--- src/rtl/cordic_arbiter.sv ---
// Two-requester round-robin front end for one shared combinational CORDIC core; optional range check via CORDIC_ARB_RANGE_CHECK_EN.
// Latency: response valid SETTLE+1 cycles after the accept cycle (1 cycle for an out-of-range angle when the check is built in).
// Backpressure: one transaction in flight; requesters see ready only in IDLE, and RESP holds until rsp_ready.
module cordic_arbiter #(
    parameter int               width  = 32,
    parameter int               SETTLE = 2,
    parameter logic [width-1:0] X_INIT = 32'd163008219
) (
    input  logic             clk,
    input  logic             rst_n,
    input  logic             req0_valid,
    input  logic [width-1:0] req0_angle,
    output logic             req0_ready,
    input  logic             req1_valid,
    input  logic [width-1:0] req1_angle,
    output logic             req1_ready,
    output logic [width-1:0] core_x_start,
    output logic [width-1:0] core_y_start,
    output logic [width-1:0] core_angle,
    input  logic [width-1:0] core_cosine,
    input  logic [width-1:0] core_sine,
    output logic             rsp_valid,
    input  logic             rsp_ready,
    output logic             rsp_id,
    output logic [width-1:0] rsp_cos,
    output logic [width-1:0] rsp_sin,
    output logic             rsp_err,
    output logic             busy
);

    typedef enum logic [1:0] {IDLE, WAIT, RESP} state_t;

    state_t           state_q, state_d;
    logic [3:0]       cnt_q;
    logic             last_q;
    logic             grant_id;
    logic             accept;
    logic             wait_done;
    logic             out_of_range;
    logic [width-1:0] angle_sel;

    assign angle_sel = grant_id ? req1_angle : req0_angle;
    assign wait_done = (cnt_q == 4'(SETTLE - 1));

`ifdef CORDIC_ARB_RANGE_CHECK_EN
    localparam logic signed [width-1:0] ANGLE_MAX = 1686628080;
    logic err_q;
    assign out_of_range = ($signed(angle_sel) > ANGLE_MAX);
    assign rsp_err      = err_q;
`else
    assign out_of_range = 1'b0;
    assign rsp_err      = 1'b0;
`endif

    always_comb begin
        state_d    = state_q;
        req0_ready = 1'b0;
        req1_ready = 1'b0;
        accept     = 1'b0;
        // A tie goes to whoever was not granted last; a lone request wins outright.
        grant_id   = (req0_valid && req1_valid) ? ~last_q : req1_valid;
        case (state_q)
            IDLE: begin
                if (rst_n && (req0_valid || req1_valid)) begin
                    accept     = 1'b1;
                    req0_ready = ~grant_id;
                    req1_ready = grant_id;
                    state_d    = out_of_range ? RESP : WAIT;
                end
            end
            WAIT: begin
                if (wait_done) state_d = RESP;
            end
            RESP: begin
                if (rsp_ready) state_d = IDLE;
            end
            default: state_d = IDLE;
        endcase
    end

    assign busy      = (state_q != IDLE);
    assign rsp_valid = (state_q == RESP);

    always_ff @(posedge clk or negedge rst_n) begin
        if (!rst_n) begin
            state_q      <= IDLE;
            cnt_q        <= '0;
            last_q       <= 1'b1;
            core_x_start <= '0;
            core_y_start <= '0;
            core_angle   <= '0;
            rsp_id       <= 1'b0;
            rsp_cos      <= '0;
            rsp_sin      <= '0;
`ifdef CORDIC_ARB_RANGE_CHECK_EN
            err_q        <= 1'b0;
`endif
        end else begin
            state_q <= state_d;
            if (accept) begin
                last_q <= grant_id;
                rsp_id <= grant_id;
                cnt_q  <= '0;
`ifdef CORDIC_ARB_RANGE_CHECK_EN
                err_q  <= out_of_range;
`endif
                if (out_of_range) begin
                    rsp_cos <= '0;
                    rsp_sin <= '0;
                end else begin
                    core_angle   <= angle_sel;
                    core_x_start <= X_INIT;
                    core_y_start <= '0;
                end
            end
            if (state_q == WAIT) begin
                cnt_q <= cnt_q + 4'd1;
                // Core has had SETTLE cycles on stable inputs by this edge.
                if (wait_done) begin
                    rsp_cos <= core_cosine;
                    rsp_sin <= core_sine;
                end
            end
        end
    end

endmodule

--- config.mk ---
export PLATFORM = sky130hd
export DESIGN_NAME = cordic_arbiter
export DESIGN_NICKNAME = d
export VERILOG_FILES = /design/src/rtl/cordic_arbiter.sv
export SDC_FILE = /design/constraint.sdc
export NUM_CORES = 1
export LEC_CHECK = 0
export CORE_UTILIZATION = 35
export CTS_CLUSTER_SIZE = 24
export DETAILED_ROUTE_END_ITERATION = 7
export GPL_ROUTABILITY_DRIVEN = 0
export PLACE_DENSITY = 0.77
export SYNTH_ARGS = -nofsm -noshare
export SYNTH_HDL_FRONTEND = slang
export SYNTH_SLANG_ARGS = --single-unit
export TNS_END_PERCENT = 100
--- constraint.sdc ---
create_clock -name clk -period 3 [get_ports clk]
set_clock_uncertainty 0.1 [all_clocks]
set_input_delay 0.9 -clock clk [delete_from_list [all_inputs] [get_ports clk]]
set_output_delay 0.9 -clock clk [all_outputs]
set_load 0.01 [all_outputs]
==> flow_summary.json <==
{
  "num_vias": 3730,
  "coreArea_mm2": 0.0133,
  "startpoint": "req0_valid",
  "leakage_nw": 3.16,
  "clkTransAtPathRegs_ns": 0.06,
  "dr.pass1.iters": 4,
  "worstPathArrival_ns": 1.94,
  "num_rows": 42,
  "synthArstFlopShare_pct": 100,
  "finalCritPeriodShare_pct": 97.9,
  "dieArea_mm2": 0.0142,
  "grt_pass1_vias": 3776,
  "ios": 299,
  "drive_gt1_share_pct": 15.6,
  "die_w_um": 119,
  "diodes": 0,
  "hold_path_class": "reg2reg",
  "start_kind": "primary input",
  "cts_root_buf": "clkbuf_16",
  "final_cell_area_mm2": 0.00745,
  "grt_max_degree": 66,
  "status": "finished clean",
  "cp-end-kind": "primary output",
  "reg2reg_depth": 5,
  "preCtsSetupSlack_ns": -0.568,
  "holdPathEnd": "rsp_id",
  "syn-cell-area_mm2": 0.00480,
  "wl_met2_um": 6700,
  "grt_antenna_before_repair": 0,
  "wl_per_cell_um": 16.0,
  "cts_made_buffers": 9,
  "drcViolationCount": 0,
  "fillCellCount": 1120,
  "rsz0062_at_grt": "false",
  "ys_ff_latch": 105,
  "holdCritStartpoint": "rsp_id",
  "yosysSeqAreaShare_pct": 54.8,
  "required_ns": 2.00,
  "cts_sinks": 105,
  "syn_area_per_cell_um2": 12.3,
  "overflow": 0,
  "cts_setup_buffers": 0,
  "vdd_drop_max_uv": 591,
  "track_usage_pct": 18.1,
  "clk_latency_ns": 0.34,
  "initial_utilization_pct": 36.1,
  "maxCapViolCount": 0,
  "grt_pass1_wl_um": 19900,
  "multiInputGateArea_mm2": 0.00173,
  "hold_depth": 1,
  "placed_cell_area_mm2": 0.00719,
  "h-tree-depth": 3,
  "worstSetupPathType": "in2out",
  "regArea_mm2": 0.00263,
  "hold_viol_final": 0,
  "final_max_slew_viol_count": 0,
  "r2r_end": "core_angle[6]",
  "via_per_inst": 4.67,
  "final_antenna_net_count": 0,
  "timing.fmax_ghz": 0.341,
  "routedLengthMet1_um": 4970,
  "die_h_um": 119,
  "highest_layer": "met4",
  "critPathMaxFanout": 3,
  "portBuffers": 251,
  "synth_cell_types": 29,
  "synth_ff_type": "dfrtp_1",
  "dp_hpwl_um": 9420,
  "final.min_clock_period_ns": 2.94,
  "ff2ff_setup_slack_ns": 0.80,
  "synth_edf_count": 0,
  "syn_inst": 391,
  "setup_viol": 0,
  "cts.path.max_buffers": 2,
  "totalWireLength_um": 12800,
  "relSlewSlack_pct": 46.2,
  "p_per_area_mw_per_mm2": 932,
  "ys_warn_count": 0,
  "r2r_start": "state_q[0]",
  "dr_wl_met3_um": 780,
  "crit_path_max_incr_delay_ns": 0.49,
  "cts_tree": "built",
  "crit_chain": "clkdlybuf4s50_1 > or3b_4 > inv_2 > buf_6",
  "setup_slack_ns": 0.0637,
  "worstMarginPinSlew_ns": 0.807,
  "crit_slowest_cell": "clkdlybuf4s50_1",
  "nets": 755,
  "drtIter0Drc": 145,
  "area_growth_pct": 55.2
}
==> cells in the mapped netlist (all sizes together), types with 2 or more instances <==
master / instances / share of area [%]
nor3: 32 / 3.3
o21a: 2 / 0.31
o22ai: 2 / 0.26
clkbuf: 14 / 1.1
nand2b: 4 / 0.52
dfrtp: 104 / 54
xor2: 2 / 0.37
a221o: 32 / 6.7
ha: 2 / 0.52
or2: 2 / 0.26
mux2: 64 / 15
nand2: 35 / 2.7
inv: 3 / 0.23
or3b: 2 / 0.37
nor2: 3 / 0.23
buf: 77 / 12
o21ai: 3 / 0.31
==> per-layer routing <==
layer / GRT usage, % / vias up
li1: - / 1714
met1: 20.5 / 1843
met2: 32.1 / 151
met3: 4.36 / 22
met4: 8.15 / 0
met5: 0 / -
==> critical path: cells and delay by family <==
family        cells  cell delay [ns]
buf+inv           3             0.64
simple gates      1             0.39
==> cells in the final DEF (no fill, tap or decap), drive strengths merged, types with 2 or more instances in the layout <==
cell type / n
buf: 15
a221o: 32
o22ai: 2
clkdlybuf4s50: 247
o21a: 2
xor2: 2
or2: 2
dfrtp: 104
inv: 3
nor2: 3
nand2: 35
conb: 47
nor3: 32
mux2: 64
ha: 2
clkbuf: 12
o21ai: 3
nand2b: 4
or3b: 2
==> state kept, by name, summed over array words and instances (netlist names) <==
signal / flops
rsp_sin: 32
rsp_id: 1
state_q: 2
core_angle: 32
core_x_start: 1
cnt_q: 4
rsp_cos: 32
last_q: 1
==> what timing repair did <==
item,CTS,global route
hold buffers,0,0
setup endpoints to repair,2,0
gates resized for setup,13,0
==> where the power goes <==
group / switching [mW] / internal (mW)
clock: 0.479 / 0.571
combinational: 1.32 / 2.06
sequential: 0.386 / 2.13
==> area by class of cell <==
class                           instances  area share (%)
Clock buffer                           12            3.31
Clock inverter                          1          0.0672
Inverter                                3           0.151
Multi-Input combinational cell        238            23.2
Sequential cell                       105            35.3
Tap cell                              176            2.96
Timing Repair Buffer                  263            35.0
==> logic make-up (layout without fill, tap and decap cells) <==
group,Yosys count,after routing,synth area share [%]
other,1,47,0.0782
DFF,105,105,54.8
buffers and inverters,94,279,13.2
and+or+nand+nor,82,82,8.01
adders and majority gates,2,2,0.522
AOI/OAI and AO/OA,41,41,7.98
muxes,64,64,15.0
xor gates and xnor gates,2,2,0.365
==> metrics by stage <==
step / TNS (ns) / power (mW) / utilization [%] / hold WS, ns / instances
2_1_floorplan: 0 / 4.10 / - / 0.416 / 437
3_3_place_gp: -0.913 / 5.83 / 54.1 / 0.383 / 785
3_5_place_dp: -0.922 / 5.94 / 54.1 / 0.387 / 785
4_1_cts: 0 / 7.03 / 56.0 / 0.402 / 798
5_1_grt: 0 / 7.34 / 56.0 / 0.410 / 798
6_report: 0 / 6.94 / 56.0 / 0.398 / 798
==> worst max-delay path by stage <==
stage,to,slack [ns],cells after the start
finish,req0_ready,0.06,4
global route,req0_ready,0.02,4
CTS,req0_ready,0.06,4
detailed placement,req0_ready,-0.57,5
global placement,req0_ready,-0.57,5
floorplan,req0_ready,0.06,4
Power figures use the tool's default switching activity.
==> RTL edit (same settings) <==
Encoding of `state_t`: now one-hot (3 bits for 3 states).
--- a/src/rtl/cordic_arbiter.sv
+++ b/src/rtl/cordic_arbiter.sv
@@ -30,3 +30,3 @@
 
-    typedef enum logic [1:0] {IDLE, WAIT, RESP} state_t;
+    typedef enum logic [2:0] {IDLE = 3'b001, WAIT = 3'b010, RESP = 3'b100} state_t;
 
Formal check against the unedited RTL: same outputs for any inputs over 10 cycles, from zero or initial values and one cycle with rst_n low; not proved beyond that.
==> RTL edit against the original RTL <==
Synthesized cell count fell by 10%; maximum frequency grew 0.77%; sequential cell count rose by 1; clock power rose by 24%; hold slack lost 0.013 ns; area after synthesis increased by 3.0%; total power barely moved; setup slack improved by 0.022 ns; wire length down 8.5%; final area increased by 3.8%; critical path type is now register to primary output; critical endpoint is now req1_ready; largest cell class unchanged; largest power group unchanged.
==> RTL edit: results (changes against the original RTL) <==
cells_and_area:
  nFillCells: 1119  # -0.089%
  fin_nets: 728  # -3.6%
  reg_top3: "core_angle (32), rsp_cos (32), rsp_sin (32)"
  drive_gt1_share_pct: 24.4  # +8.8 points
synthesis:
  synth_common_cells: "mux2_2 (106), dfrtp_1 (104), buf_4 (64)"
  synth_top_cells_by_area: "dfrtp_1 (53%), mux2_2 (24%), buf_4 (9.7%)"
  avgSynthCellArea_sq_um: 14.1  # +15%
  synth.distinct_cells: 33  # +14%
  async_flop_share_pct: 100  # unchanged
  yosys_warnings: 0  # unchanged
  yosysSeqAreaShare_pct: 53.7  # -1.1 points
  synth_xor_area_share_pct: 0.177  # -0.19 points
  synth_most_common_cell: "mux2_2"
  synthAdderAreaFrac_pct: 0.507  # -0.015 points
  synth_compound_area_share_pct: 1.34  # -6.6 points
  muxShareOfSynthArea_pct: 29.8  # +15 points
min_path:
  whs_path_depth: 1  # unchanged
  hold_end: "core_angle[23]$_DFFE_PN0P_"
  min-delay-start: "core_angle[23]$_DFFE_PN0P_"
  worstHoldPathType: "register to register"
clock_tree:
  clk_latency_ns: 0.34  # about the same
  numCtsBuffers: 9  # unchanged
  postCtsHoldBufs: 0  # unchanged
  clk_pin_slew_worst_paths_ns: 0.06  # about the same
  root_buffer: "clkbuf_16"
  htree_levels: 3  # unchanged
  clk_path_buf_depth: 2  # unchanged
  cts.repair.resized: 10  # -3
  post_cts_buffers: 1  # +1
place:
  dp_hpwl_microns: 8900  # -5.6%
  numPortBuffers: 251  # unchanged
  dp_cells: 760  # -3.2%
  place_area_sq_um: 7380  # +2.6%
global_route:
  grt_max_degree: 62  # -6.1%
  grtUsageTotal_pct: 16.1  # -2.1 points
  grt_pass1_wl_microns: 17800  # -11%
  grt_pass1_vias: 3545  # -6.1%
setup_path:
  timing.rr.end: "core_angle[3]$_DFFE_PN0P_"
  worstReg2RegStart: "state_q[0]$_DFFE_PN1P_"
  cp_max_fo: 6  # +3
  reg2regPathDepth: 5  # unchanged
  critPathKind: "register to primary output"
  cp.arrival_ns: 1.91  # -0.03 ns
  ff2ff_setup_slack_ns: 0.73  # -0.07 ns
  endpoint: "req1_ready"
sta:
  relSlewSlack_pct: 49.0  # +2.7 points
  fin_hold_ws_ns: 0.384  # -0.0132 ns
  slew_viol_final: 0  # unchanged
route:
  avgViaCountPerCell: 4.41  # -5.6%
  wire_per_inst_microns: 15.0  # -6.2%
  first_iter_violations: 52  # -64%
  wirelength_microns: 11700  # -8.5%
power_and_ir_drop:
  ir_drop_v: 0.000481  # -19%
  p_sw_share_pct: 29.3  # -2.2 points
  p_leak_nw: 3.27  # +3.4%
outcome:
  status: "finished clean"
-- RTL edit: changes by cell type after synthesis, sizes merged, moves of 2 or more --
cell | unedited run | this run
mux2 | 64 | 130
a221o | 32 | 0
nor3 | 32 | 0
nand2 | 35 | 4
clkbuf | 14 | 1
nor3b | 1 | 3
o21a | 2 | 0
-- RTL edit: worst max-delay path: stages (launching register included) --
cell	delay, ns
dfstp_2	0.57
or3b_4	0.39
buf_4	0.17
nor2_8	0.10
and2_1	0.12
clkdlybuf4s15_1	0.23
-- RTL edit: area by class of cell --
class	instances	share of cell area [%]
Sequential cell	106	34.3
Timing Repair Buffer	263	33.7
Multi-Input combinational cell	210	24.5
Clock buffer	11	3.27
Tap cell	180	2.91
Clock inverter	5	1.07
Inverter	3	0.146
-- RTL edit: kinds of logic after synthesis --
family,after synthesis
XOR/XNOR,1
buffers and inverters,81
AND/OR/NAND/NOR,18
multiplexers,131
adder cells (fa/ha/maj),2
other,1
AO/OA/AOI/OAI,11
flip-flops,106
-- RTL edit: per-layer routing --
layer,GRT usage [%],share of wire [%],wire length (microns),vias up
met1,16.6,37,4300,1665
met2,28.4,51,5940,176
met5,0,0,0,-
li1,-,-,-,1579
met4,7.18,1.8,210,0
met3,6.56,11,1230,14
-- RTL edit: power groups by stage --
stage          combinational, W  sequential (W)  clock, W
2_1_floorplan           0.00104         0.00283         0
3_3_place_gp            0.00310         0.00250         0
3_5_place_dp            0.00314         0.00255         0
4_1_cts                 0.00315         0.00253   0.00135
5_1_grt                 0.00331         0.00261   0.00140
6_report                0.00312         0.00252   0.00130
-- RTL edit: through the flow --
step	setup slack (ns)	utilization, %
finish	0.0860	55.9
global route	0.0165	55.9
CTS	0.0269	55.9
detailed placement	-0.442	53.4
global placement	-0.396	53.4
floorplan	0.243	-
